### config.mk
export PLATFORM = sky130hd
export DESIGN_NAME = instr_encoder_loader_flat
export DESIGN_NICKNAME = d
export VERILOG_FILES = /design/src/rtl/instr_encoder_loader_if.sv /design/src/rtl/instr_encoder_loader.sv /design/src/flat_wrapper.sv
export SDC_FILE = /design/constraint.sdc
export NUM_CORES = 1
export LEC_CHECK = 0
export ABC_AREA = 1
export CORE_MARGIN = 4
export CORE_UTILIZATION = 51
export CTS_CLUSTER_DIAMETER = 200
export DETAILED_ROUTE_END_ITERATION = 10
export PLACE_DENSITY = 0.79
export SLEW_MARGIN = 20
export SYNTH_ARGS = -nofsm -noshare
export SYNTH_HDL_FRONTEND = slang
export SYNTH_SLANG_ARGS = --single-unit
### constraint.sdc
create_clock -name clk -period 2.6 [get_ports clk]
set_clock_uncertainty 0.15 [all_clocks]
set_input_delay 0.52 -clock clk [delete_from_list [all_inputs] [get_ports clk]]
set_output_delay 0.52 -clock clk [all_outputs]
set_load 0.01 [all_outputs]
### src/rtl/instr_encoder_loader_if.sv
// Field-bundle stream and IMEM write port for instr_encoder_loader.
//
// Signal groups:
//   field stream : in_valid, in_ready, last, in_class, in_func, in_rd, in_rs1, in_rs2, in_imm
//   imem write   : imem_valid, imem_ready, imem_addr, imem_wdata
//
// Modports:
//   slave  - the loader. It receives field bundles and issues IMEM writes.
//   master - the loader's environment (boot/debug front end plus IMEM).
interface instr_encoder_loader_if #(
  parameter int ADDR_WIDTH = 11
);
  logic                  in_valid;
  logic                  in_ready;
  logic                  last;
  logic [3:0]            in_class;
  logic [3:0]            in_func;
  logic [3:0]            in_rd;
  logic [3:0]            in_rs1;
  logic [3:0]            in_rs2;
  logic [15:0]           in_imm;
  logic                  imem_valid;
  logic                  imem_ready;
  logic [ADDR_WIDTH-1:0] imem_addr;
  logic [31:0]           imem_wdata;

  modport slave (
    input  in_valid, last, in_class, in_func, in_rd, in_rs1, in_rs2, in_imm, imem_ready,
    output in_ready, imem_valid, imem_addr, imem_wdata
  );

  modport master (
    output in_valid, last, in_class, in_func, in_rd, in_rs1, in_rs2, in_imm, imem_ready,
    input  in_ready, imem_valid, imem_addr, imem_wdata
  );
endinterface

### src/rtl/instr_encoder_loader.sv
// instr_encoder_loader: packs instruction fields into 32-bit decoder-format
// words and writes them to consecutive IMEM addresses during program load.
// Illegal class/func combinations are dropped and counted.
//
// Ports:
//   clk, reset    clock and synchronous active-high reset
//   start         load base_addr and enter RUN (only from IDLE or DONE)
//   base_addr     first IMEM word address
//   bus           field stream in, IMEM write requests out (slave modport)
//   busy, done    status (busy in RUN/DRAIN, done in DONE)
//   err_illegal   sticky: a bundle was dropped since start
//   err_count     saturating count of dropped bundles
//   addr_wrap     sticky: address counter wrapped past all-ones
//   checksum      rotl-xor checksum of completed writes
//
// Build option: define ENC_CHECKSUM_EN to generate the checksum; when it is
// undefined checksum is tied to 0.
module instr_encoder_loader #(
  parameter int ADDR_WIDTH = 11,
  parameter int CNT_WIDTH  = 8
) (
  input  logic                  clk,
  input  logic                  reset,
  input  logic                  start,
  input  logic [ADDR_WIDTH-1:0] base_addr,
  instr_encoder_loader_if.slave bus,
  output logic                  busy,
  output logic                  done,
  output logic                  err_illegal,
  output logic [CNT_WIDTH-1:0]  err_count,
  output logic                  addr_wrap,
  output logic [31:0]           checksum
);

  typedef enum logic [1:0] {S_IDLE, S_RUN, S_DRAIN, S_DONE} state_t;

  function automatic logic is_legal(input logic [3:0] cls, input logic [3:0] fn);
    logic ok;
    case (cls)
      4'b1100:          ok = fn inside {4'd0, 4'd1, 4'd2, 4'd6, 4'd7, 4'd8, 4'd9, 4'd10};
      4'b0100:          ok = fn inside {4'd0, 4'd1, 4'd2, 4'd6, 4'd7, 4'd8, 4'd9, 4'd10, 4'd15};
      4'b1101, 4'b0101: ok = fn inside {4'd0, 4'd3, 4'd5, 4'd6, 4'd9, 4'd10, 4'd12, 4'd15};
      4'b0010:          ok = fn inside {4'd0, 4'd1, 4'd2, 4'd3, 4'd5, 4'd6, 4'd8, 4'd9,
                                        4'd10, 4'd11, 4'd12, 4'd14, 4'd15};
      4'b0011, 4'b0111, 4'b0110: ok = (fn == 4'd0);
      default:          ok = 1'b0;
    endcase
    return ok;
  endfunction

  function automatic logic [31:0] encode(input logic [3:0] cls, input logic [3:0] fn,
                                         input logic [3:0] rd, input logic [3:0] rs1,
                                         input logic [3:0] rs2, input logic [15:0] imm);
    logic [31:0] w;
    case (cls)
      4'b1100, 4'b1101: w = {cls, fn, rd, rs1, rs2, 12'h000};
      4'b0011, 4'b0010: w = {cls, fn, rs1, rs2, imm};
      default:          w = {cls, fn, rd, rs1, imm};
    endcase
    return w;
  endfunction

  state_t                state_q, state_d;
  logic [ADDR_WIDTH-1:0] addr_q, addr_d;
  logic [ADDR_WIDTH-1:0] fa_q [2];
  logic [ADDR_WIDTH-1:0] fa_d [2];
  logic [31:0]           fw_q [2];
  logic [31:0]           fw_d [2];
  logic                  wr_ptr_q, wr_ptr_d, rd_ptr_q, rd_ptr_d;
  logic [1:0]            cnt_q, cnt_d;
  logic                  busy_q, busy_d, done_q, done_d;
  logic                  err_q, err_d, wrap_q, wrap_d;
  logic [CNT_WIDTH-1:0]  ecnt_q, ecnt_d;

  logic in_ready_w, imem_valid_w, accept, legal, push, pop, start_go;

  // Gating with reset keeps the reset cycle itself free of handshakes.
  assign in_ready_w   = (state_q == S_RUN) && (cnt_q != 2'd2) && !reset;
  assign imem_valid_w = (cnt_q != 2'd0) && !reset;
  assign accept       = bus.in_valid && in_ready_w;
  assign legal        = is_legal(bus.in_class, bus.in_func);
  assign push         = accept && legal;
  assign pop          = imem_valid_w && bus.imem_ready;
  assign start_go     = start && ((state_q == S_IDLE) || (state_q == S_DONE));

  assign bus.in_ready   = in_ready_w;
  assign bus.imem_valid = imem_valid_w;
  assign bus.imem_addr  = fa_q[rd_ptr_q];
  assign bus.imem_wdata = fw_q[rd_ptr_q];
  assign busy           = busy_q;
  assign done           = done_q;
  assign err_illegal    = err_q;
  assign err_count      = ecnt_q;
  assign addr_wrap      = wrap_q;

  always_comb begin
    state_d  = state_q;
    addr_d   = addr_q;
    fa_d     = fa_q;
    fw_d     = fw_q;
    wr_ptr_d = wr_ptr_q;
    rd_ptr_d = rd_ptr_q;
    err_d    = err_q;
    ecnt_d   = ecnt_q;
    wrap_d   = wrap_q;
    if (push) begin
      fa_d[wr_ptr_q] = addr_q;
      fw_d[wr_ptr_q] = encode(bus.in_class, bus.in_func, bus.in_rd, bus.in_rs1,
                              bus.in_rs2, bus.in_imm);
      wr_ptr_d       = ~wr_ptr_q;
    end
    if (pop) rd_ptr_d = ~rd_ptr_q;
    cnt_d = cnt_q + 2'(push) - 2'(pop);
    case (state_q)
      S_IDLE, S_DONE: begin
        if (start_go) begin
          state_d = S_RUN;
          addr_d  = base_addr;
          err_d   = 1'b0;
          ecnt_d  = '0;
          wrap_d  = 1'b0;
        end
      end
      S_RUN: begin
        if (accept) begin
          if (legal) begin
            addr_d = addr_q + ADDR_WIDTH'(1);
            if (&addr_q) wrap_d = 1'b1;
          end else begin
            err_d = 1'b1;
            if (!(&ecnt_q)) ecnt_d = ecnt_q + CNT_WIDTH'(1);
          end
          if (bus.last) state_d = S_DRAIN;
        end
      end
      S_DRAIN: if (cnt_q == 2'd0) state_d = S_DONE;
      default: state_d = S_IDLE;
    endcase
    busy_d = (state_d == S_RUN) || (state_d == S_DRAIN);
    done_d = (state_d == S_DONE);
  end

  always_ff @(posedge clk) begin
    if (reset) begin
      state_q  <= S_IDLE;
      addr_q   <= '0;
      fa_q     <= '{default: '0};
      fw_q     <= '{default: '0};
      wr_ptr_q <= 1'b0;
      rd_ptr_q <= 1'b0;
      cnt_q    <= 2'd0;
      busy_q   <= 1'b0;
      done_q   <= 1'b0;
      err_q    <= 1'b0;
      ecnt_q   <= '0;
      wrap_q   <= 1'b0;
    end else begin
      state_q  <= state_d;
      addr_q   <= addr_d;
      fa_q     <= fa_d;
      fw_q     <= fw_d;
      wr_ptr_q <= wr_ptr_d;
      rd_ptr_q <= rd_ptr_d;
      cnt_q    <= cnt_d;
      busy_q   <= busy_d;
      done_q   <= done_d;
      err_q    <= err_d;
      ecnt_q   <= ecnt_d;
      wrap_q   <= wrap_d;
    end
  end

`ifdef ENC_CHECKSUM_EN
  logic [31:0] csum_q, csum_d;

  // Pop never coincides with start: the FIFO is empty in IDLE and DONE.
  always_comb begin
    csum_d = csum_q;
    if (start_go)  csum_d = 32'h0;
    else if (pop)  csum_d = {csum_q[30:0], csum_q[31]} ^ fw_q[rd_ptr_q];
  end

  always_ff @(posedge clk) begin
    if (reset) csum_q <= 32'h0;
    else       csum_q <= csum_d;
  end

  assign checksum = csum_q;
`else
  assign checksum = 32'h0;
`endif

endmodule

### src/flat_wrapper.sv
// flat-port wrapper written by rule: the top's interface ports become plain ports
module instr_encoder_loader_flat 
#(
  parameter int ADDR_WIDTH = 11,
  parameter int CNT_WIDTH  = 8
)
  (clk, reset, start, base_addr, busy, done, err_illegal, err_count, addr_wrap, checksum, bus_in_valid, bus_last, bus_in_class, bus_in_func, bus_in_rd, bus_in_rs1, bus_in_rs2, bus_in_imm, bus_imem_ready, bus_in_ready, bus_imem_valid, bus_imem_addr, bus_imem_wdata);
  instr_encoder_loader_if #(.ADDR_WIDTH(ADDR_WIDTH)) bus_i ();
  input  logic clk;
  input  logic reset;
  input  logic start;
  input  logic [ADDR_WIDTH-1:0] base_addr;
  output logic busy;
  output logic done;
  output logic err_illegal;
  output logic [CNT_WIDTH-1:0] err_count;
  output logic addr_wrap;
  output logic [31:0] checksum;
  input wire logic [$bits(bus_i.in_valid)-1:0] bus_in_valid;
  input wire logic [$bits(bus_i.last)-1:0] bus_last;
  input wire logic [$bits(bus_i.in_class)-1:0] bus_in_class;
  input wire logic [$bits(bus_i.in_func)-1:0] bus_in_func;
  input wire logic [$bits(bus_i.in_rd)-1:0] bus_in_rd;
  input wire logic [$bits(bus_i.in_rs1)-1:0] bus_in_rs1;
  input wire logic [$bits(bus_i.in_rs2)-1:0] bus_in_rs2;
  input wire logic [$bits(bus_i.in_imm)-1:0] bus_in_imm;
  input wire logic [$bits(bus_i.imem_ready)-1:0] bus_imem_ready;
  output wire logic [$bits(bus_i.in_ready)-1:0] bus_in_ready;
  output wire logic [$bits(bus_i.imem_valid)-1:0] bus_imem_valid;
  output wire logic [$bits(bus_i.imem_addr)-1:0] bus_imem_addr;
  output wire logic [$bits(bus_i.imem_wdata)-1:0] bus_imem_wdata;
  assign bus_i.in_valid = bus_in_valid;
  assign bus_i.last = bus_last;
  assign bus_i.in_class = bus_in_class;
  assign bus_i.in_func = bus_in_func;
  assign bus_i.in_rd = bus_in_rd;
  assign bus_i.in_rs1 = bus_in_rs1;
  assign bus_i.in_rs2 = bus_in_rs2;
  assign bus_i.in_imm = bus_in_imm;
  assign bus_i.imem_ready = bus_imem_ready;
  assign bus_in_ready = bus_i.in_ready;
  assign bus_imem_valid = bus_i.imem_valid;
  assign bus_imem_addr = bus_i.imem_addr;
  assign bus_imem_wdata = bus_i.imem_wdata;
  instr_encoder_loader #(.ADDR_WIDTH(ADDR_WIDTH), .CNT_WIDTH(CNT_WIDTH)) u_core (.clk(clk), .reset(reset), .start(start), .base_addr(base_addr), .bus(bus_i), .busy(busy), .done(done), .err_illegal(err_illegal), .err_count(err_count), .addr_wrap(addr_wrap), .checksum(checksum));
endmodule
After elaboration in Yosys (flattened, before gate mapping):

Cells that the tools add are included.
W data, S select, Z words.

* flip-flop bits (word level): 115
* input port bits: 53
* output and inout port bits: 89
* logic and storage cells: 127

* add/subtract/negate cells: 4
* $lt $le $gt $ge: 3
* equal/unequal tests: 34
* muxes and demuxes: 37
* bitwise gates (word level): 4
* reduce and logical (&&, ||, !) cells: 31

Operators with widths (count)
* $mux W32: 5
* $mux W11: 7
* $bwmux W64: 1
* $pmux W24 S2: 1
* $eq A4 B4 Y1 const B: 9
* $demux W32 S1: 1
* $mux W8: 4
* $eq A4 B3 Y1 const B: 7
* $bwmux W22: 1
* $pmux W11 S2: 1
* $eq A4 B2 Y1 const B: 4
* $pmux W8 S2: 1
* $reduce_bool A8 Y1: 2
* $reduce_bool A13 Y1: 1
* $add A11 B1 Y11 const B: 1
* $demux W11 S1: 1
* $reduce_and A11 Y1: 1
* $reduce_and A5 Y1: 2
* $reduce_bool A9 Y1: 1
* $add A8 B1 Y8 const B: 1
* $eq A2 B2 Y1 const B: 4
* $logic_and A1 B1 Y1: 8
* $mux W2: 4
* $ne A2 B2 Y1 const B: 4
* other kinds (22): 41

Logic depth before layout (Yosys ltp):

Gate-level depths: netlist of the first run.

* depth after elaboration: 8
* depth in mapped cells: 15
* gate-level depth less buffers: 13

Worst setup path after synthesis of the first run:

OpenSTA, ideal clock, no wires.

* kind: input -> register
* from: input bus_in_func[1]
* to: register u_core.cnt_q[1]
* setup time: 120 ps
* arrival time: 1952 ps
* required time: 2330 ps
* slack: 377 ps
* stages: 13
* buffers on the path: 2
* cells stage by stage: buf_4 -> nand2_1 -> nand2_1 -> nand2_1 -> o21ai_2 -> nand4_4 -> nand2_4 -> inv_4 -> buf_2 -> ha_1 -> xor2_1 -> o21ai_0 -> a21oi_1

* word-level cells in the longest chain between the ends: 6
* elaborated cells on any way between the ends: 22
* those cells by class: add/sub: 2; eq/ne: 13; mux: 1; reduce/logical: 6

RTL lines
* start: declaration: RTL line flat_wrapper.sv:22 `input wire logic [$bits(bus_i.in_func)-1:0] bus_in_func;`
* $eq A4 B1 Y1, or another cell as far along: RTL line instr_encoder_loader.sv:40, instr_encoder_loader.sv:41, instr_encoder_loader.sv:43
* $reduce_bool A13 Y1, or another cell as far along: RTL line instr_encoder_loader.sv:43 `4'b0010: ok = fn inside {4'd0, 4'd1, 4'd2, 4'd3, 4'd5, 4'd6, 4'd8, 4'd9,`
* $pmux W1 S5 (*): RTL line instr_encoder_loader.sv:39 `case (cls)`
* $logic_and A1 B1 Y1 (*): RTL line instr_encoder_loader.sv:82 `assign push = accept && legal;`
* $add A2 B1 Y2 (*): RTL line instr_encoder_loader.sv:113 `cnt_d = cnt_q + 2'(push) - 2'(pop);`
* $sub A2 B1 Y2 (*): RTL line instr_encoder_loader.sv:113
* end signal: assignment: RTL line instr_encoder_loader.sv:164 `cnt_q <= cnt_d;`
* end: declaration: RTL line instr_encoder_loader.sv:70 `logic [1:0] cnt_q, cnt_d;`

Every way passes the cells marked *; elsewhere a longest branch is shown, timed or not.
A chain may end at the register's enable or synchronous reset.

Worst setup path in the final report of the first run:

* from: register u_core.rd_ptr_q
* to: output bus_imem_wdata[31]

* word-level cells in the longest chain between the ends: 4

RTL lines
* start: declaration: RTL line instr_encoder_loader.sv:69 `logic wr_ptr_q, wr_ptr_d, rd_ptr_q, rd_ptr_d;`
* start signal: assignment: RTL line instr_encoder_loader.sv:163 `rd_ptr_q <= rd_ptr_d;`
* $not A1 Y2 (not written as such): RTL line instr_encoder_loader.sv:89 `assign bus.imem_wdata = fw_q[rd_ptr_q];`
* $mux W32 (not written as such) (3 in a row): RTL line instr_encoder_loader.sv:89
* end: declaration: RTL line flat_wrapper.sv:31 `output wire logic [$bits(bus_i.imem_wdata)-1:0] bus_imem_wdata;`

Every way passes these cells. The select of a mux whose other input is x is not followed.

==> results of run 1 <==
final cells by class:
| cell class | instances | area share [%] |
|---|---|---|
| multi-input combinational | 717 | 38.96 |
| sequential | 115 | 28.08 |
| timing repair buffer | 141 | 17.36 |
| inverter | 118 | 5.420 |
| clock buffer | 19 | 5.390 |
| tap | 168 | 2.558 |
| clock inverter | 13 | 2.238 |
critical path, delay by kind of cell (launching register included):
family	cells	cell delay, ns
simple gates	2	0.17
buf+inv	3	0.85
flops	1	0.40
cell families (layout without fill, tap and decap cells):
| logic type | after synthesis | in the layout | share of synthesized area (%) |
|---|---|---|---|
| compound gates | 120 | 120 | 9.731 |
| xor+xnor | 5 | 5 | 0.6868 |
| fa+ha+maj | 8 | 8 | 1.570 |
| buf+inv | 210 | 291 | 15.52 |
| flops | 115 | 115 | 36.10 |
| mux | 5 | 5 | 0.7848 |
| other cells | 1 | 32 | 0.05880 |
| simple gates | 547 | 547 | 35.55 |
per-layer routing:
layer	share of wire [%]	vias to the layer above
li1	-	3281
met1	45	2905
met2	48	216
met3	5.9	22
met4	1.3	0
met5	0	-
per-stage QoR:
stage               setup WS [ns]  hold slack (ns)  utilization [%]  instance area, µm²  std cells
global placement        -0.003186           0.3013            62.66                7589       1259
CTS                       0.01563           0.3133            67.83                8215       1291
global route             0.001309           0.3217            67.85                8218       1291
finish                     0.1004           0.3131            67.85                8218       1291
detailed placement       -0.06062           0.3050            62.66                7589       1259
floorplan                  0.3775           0.2931                -                6494       1042
power by group through the flow:
stage / Clock (mW) / Combinational [mW] / Sequential [mW]
2_1_floorplan: 0 / 0.445 / 1.92
3_3_place_gp: 0 / 0.651 / 1.94
3_5_place_dp: 0 / 0.663 / 1.94
4_1_cts: 2.47 / 0.669 / 1.90
5_1_grt: 2.55 / 0.764 / 1.92
6_report: 2.45 / 0.671 / 1.90
synthesized netlist by cell type, types with 4 or more instances:
cell type	number	share of area, %
buf_2	9	0.71
o21ai_0	27	2.1
dfxtp_1	115	36
nor2_1	89	5.2
buf_6	4	0.71
a21oi_1	85	6.7
clkbuf_1	28	1.6
inv_2	5	0.29
buf_4	42	4.9
nand2_1	327	19
ha_1	8	1.6
mux2i_1	5	0.78
inv_1	112	6.6
nand3_1	114	8.9
buf_1	9	0.53
sequential cells by signal, indices dropped and copies added, names as in the netlist:
signal	count
u_core.done	1
u_core.state_q	2
u_core.addr_q	11
u_core.rd_ptr_q	1
u_core.fw_q	64
u_core.err_illegal	1
u_core.wr_ptr_q	1
u_core.busy	1
u_core.addr_wrap	1
u_core.fa_q	22
u_core.cnt_q	2
u_core.err_count	8
worst min-delay path by stage:
stage / start / endpoint / slack, ns / cells after the start
floorplan: u_core.cnt_q[1] / u_core.cnt_q[1] / 0.29 / 1
global placement: u_core.fw_q[32] / u_core.fw_q[32] / 0.30 / 2
detailed placement: u_core.fa_q[21] / u_core.fa_q[21] / 0.31 / 2
CTS: u_core.fa_q[1] / u_core.fa_q[1] / 0.31 / 2
global route: u_core.fw_q[32] / u_core.fw_q[32] / 0.32 / 2
finish: u_core.fa_q[21] / u_core.fa_q[21] / 0.31 / 2
timing repair:
item / 4_1_cts / 5_1_grt
setup endpoints to repair: 1 / 14
hold buffers: 0 / 0
gates resized for setup: 1 / 1
==> out/results.ini, run 1 <==
[status]
status = completed

[setup_path]
reg2reg_slack_ns = 0.42
cp_max_fo = 30
crit_arrival_ns = 1.83
crit_chain = inv_2 -> buf_12 -> nand2_1 -> nand2_1 -> clkdlybuf4s50_1
crit_slowest_cell = clkdlybuf4s50_1
path_class = flop to output port
cpPeakStageDelay_ns = 0.54
critPathRequiredTime_ns = 1.93
timing.rr.start = u_core.state_q[0]
r2r-end = u_core.addr_q[7]
endpoint_kind = output port
crit_end = bus_imem_wdata[31]
r2r_cells = 9
crit_start = u_core.rd_ptr_q
worstSetupStartpointType = flop
crit_top_cell = nand2_1

[timing]
finalMaxSlewViolations = 0
rsz0062_at_grt = no
fmax_mhz = 400.1
post-route-period-util_pct = 96.14
fin_crit_ns = 2.500
max_slew_margin_pct = 52.57
worst_slew_pin_slew_ns = 0.7115
timing_hold_violations_final = 0
setup_tns_ns = 0
setup_viol = 0

[pwr]
power_density_nw_per_um2 = 611.1
fin_total_pwr_mw = 5.022
internal-power_mw = 3.743
leakagePower_nw = 3.733
clkPwrFrac_pct = 48.7
swShare_pct = 25.47
pwr-share-seq_pct = 37.9
combPwrFrac_pct = 13.4
power.switching_mw = 1.279
ir_drop_mv = 0.4189

[cts]
clk_latency_ns = 0.41
cts_tree = built
root_buffer = clkbuf_16
cts_sinks = 115
clkTransAtPathRegs_ns = 0.05
clock_path_buffers = 2
cts-htree-levels = 4
cts_setup_buffers = 0
cts_buffers = 17

[logic_synthesis]
ys_warn_count = 0
postSynth.asyncResetShare_pct = 0
synth_area_um2 = 6377
synthCells = 1011
ys.flop_type = dfxtp_1
syn_avg_cell_area_um2 = 6.308
yosysSeqAreaShare_pct = 36.10
ys_types = 36
synth-seq-cells = 115
synth_edf_count = 0

[die]
start_util_pct = 52.65
core_area_um2 = 12110
die-area_um2 = 14360
fp-row-count = 40
die_height_um = 119.8
ios = 142
fp.dieW_um = 119.8

[layout]
final_layout_size_suffix_gt1_share_pct = 7.391
synthToLayoutAreaGrowth_pct = 28.86
nNetsFinal = 1171
antenna_cells = 0
layout_commonest_cell = nand2_1
multiInputGateArea_um2 = 3202
ff_latch_area_um2 = 2307
num-fill-cells = 1098
layout_common_cells = 327 x nand2_1, 114 x nand3_1, 113 x dfxtp_1

[global_routing]
grt_pass1_vias = 6058
grt_util_met3_pct = 4.336
busiest_layer = met2
overflow = 0
met1_usage_pct = 29.40
grt_max_degree = 68
grt_use_met2_pct = 38.91
grt_antenna_before_repair = 0
track_usage_pct = 23.03
grt_first_pass_wirelength_um = 27560

[drt]
firstDrtPassIters = 5
drt_iter0_drc = 650
drc = 0
viasPerCell = 4.976
drt-wirelength-per-cell_um = 12.73
antenna_left = 0
vias = 6424
finalWirelength_um = 16430

[placed_design]
io_buffers = 109
hpwl_um = 10760
gp_congestion = 0.8612

[flow_run]
maxCapViolations = 0

[hold_path]
hold_path_class = flop to flop

Power figures use the tool's default switching activity.
==> run 2, diff against run 1 <==
==> constraint.sdc (replaced) <==
create_clock -name clk -period 2.5 [get_ports clk]
set_clock_uncertainty 0.15 [all_clocks]
set_input_delay 0.5 -clock clk [delete_from_list [all_inputs] [get_ports clk]]
set_output_delay 0.5 -clock clk [all_outputs]
set_load 0.01 [all_outputs]
==> run 2 against run 1 <==
  * Critical endpoint is now bus_imem_wdata[12]
  * Critical path type unchanged
  * Via count down 0.90%
  * Hold slack got worse by 0.0025 ns
  * Core utilization grew 0.25 points
  * Setup slack lost 0.044 ns
  * Largest power group unchanged
  * Flip-flop and latch count did not move
==> out/results.ini, run 2 (synthesized netlist as in run 1, its figures left out) <==
[cts]
cts_sinks = 115
cts-htree-levels = 4
clkTransAtPathRegs_ns = 0.05
root_buffer = clkbuf_16
cts_buffers = 17
clk_latency_ns = 0.42
cts_tree = built
ctsHoldBuffers = 0
clock_path_buffers = 2

[hold_path]
hold_path_class = flop to flop
holdCritStartpoint = u_core.fa_q[1]

[drt]
firstDrtPassIters = 7
antenna_left = 0
finalWirelength_um = 16590
drc = 0
drt_iter0_drc = 588
viasPerCell = 4.893
drt-wirelength-per-cell_um = 12.75
vias = 6366

[global_routing]
track_usage_pct = 23.24
grt_pass1_vias = 5896
grt_first_pass_wirelength_um = 27430
grt_max_degree = 68
overflow = 0
grt_antenna_before_repair = 0

[pwr]
ir_drop_mv = 0.3246
power_density_nw_per_um2 = 591.1
leakagePower_nw = 4.001
fin_total_pwr_mw = 4.875

[setup_path]
crit_start = u_core.rd_ptr_q
worstSetupStartpointType = flop
endpoint_kind = output port
crit_arrival_ns = 1.79
cp_max_fo = 6
timing.rr.start = u_core.addr_q[1]
critPathRequiredTime_ns = 1.85
reg2reg_slack_ns = 0.41
path_class = flop to output port

[timing]
finalMaxSlewViolations = 0
fin_ws_ns = 0.05681
timing_hold_violations_final = 0
fin_crit_ns = 2.443
setup_viol = 0
worst_slew_pin_slew_ns = 0.7011
max_slew_margin_pct = 53.26
fmax_mhz = 409.3
post-route-period-util_pct = 97.73
holdWs_ns = 0.3105

[layout]
largestRegisters = u_core.fw_q x64, u_core.fa_q x22, u_core.addr_q x11
antenna_cells = 0
synthToLayoutAreaGrowth_pct = 29.33
fin_util_pct = 68.10
largest_reg_flops = 64
layout_common_cells = 327 x nand2_1, 114 x nand3_1, 113 x dfxtp_1
layout_commonest_cell = nand2_1
final_layout_size_suffix_gt1_share_pct = 8.297
top_register = u_core.fw_q
nNetsFinal = 1182

[die]
fp.dieW_um = 119.8
ios = 142
die-area_um2 = 14360
core_area_um2 = 12110
die_height_um = 119.8
fp-row-count = 40
start_util_pct = 52.65

[placed_design]
io_buffers = 109
gp_congestion = 0.8281
hpwl_um = 10880
dp_slack_ns = -0.1470

[status]
status = completed

[flow_run]
maxCapViolations = 0

run 2: what timing repair did:
item,4_1_cts,5_1_grt
cloned,1,0
gates resized for setup,20,9
pin swaps,0,0
setup buffers,3,0
setup endpoints to repair,40,12
run 2: where the power goes:
group          total [mW]  switching (mW)  internal [mW]
combinational       0.713           0.398          0.316
sequential           1.98          0.0807           1.90
clock                2.18           0.876           1.31
run 2: final timing paths:
check / cells after the start / to
setup / recovery: 3 / bus_imem_wdata[12]
hold / removal: 2 / u_core.fa_q[1]
setup reg to reg: 10 / u_core.addr_q[10]
hold reg to reg: 2 / u_core.fa_q[1]
run 2: metal layers:
layer,GRT usage [%],wire length [µm],vias to the layer above
met2,38.84,7864,193
met3,4.854,947,25
met5,0,0,-
li1,-,-,3305
met4,8.160,240,0
met1,29.78,7531,2843
run 2: layout make-up:
class / instances / area, µm²
sequential: 115 / 2307
timing repair buffer: 152 / 1536
fill: 1092 / 3864
clock inverter: 12 / 85.08
inverter: 118 / 449.2
clock buffer: 19 / 452.9
multi-input combinational: 717 / 3207
tap: 168 / 210.2
run 2: worst max-delay path, cell delays in order (launching register included):
cell and delay, ns:
dfxtp_4 0.37, buf_12 0.13, o21ai_0 0.28, clkdlybuf4s50_1 0.60
run 2: metrics by stage:
step	std cells	cell area (µm²)	setup TNS, ns
after global placement	1266	7629	-4.830
after CTS	1301	8223	0
final	1301	8248	0
after detailed placement	1266	7629	-9.678
after global routing	1301	8248	-0.02492
after floorplan	1042	6494	0
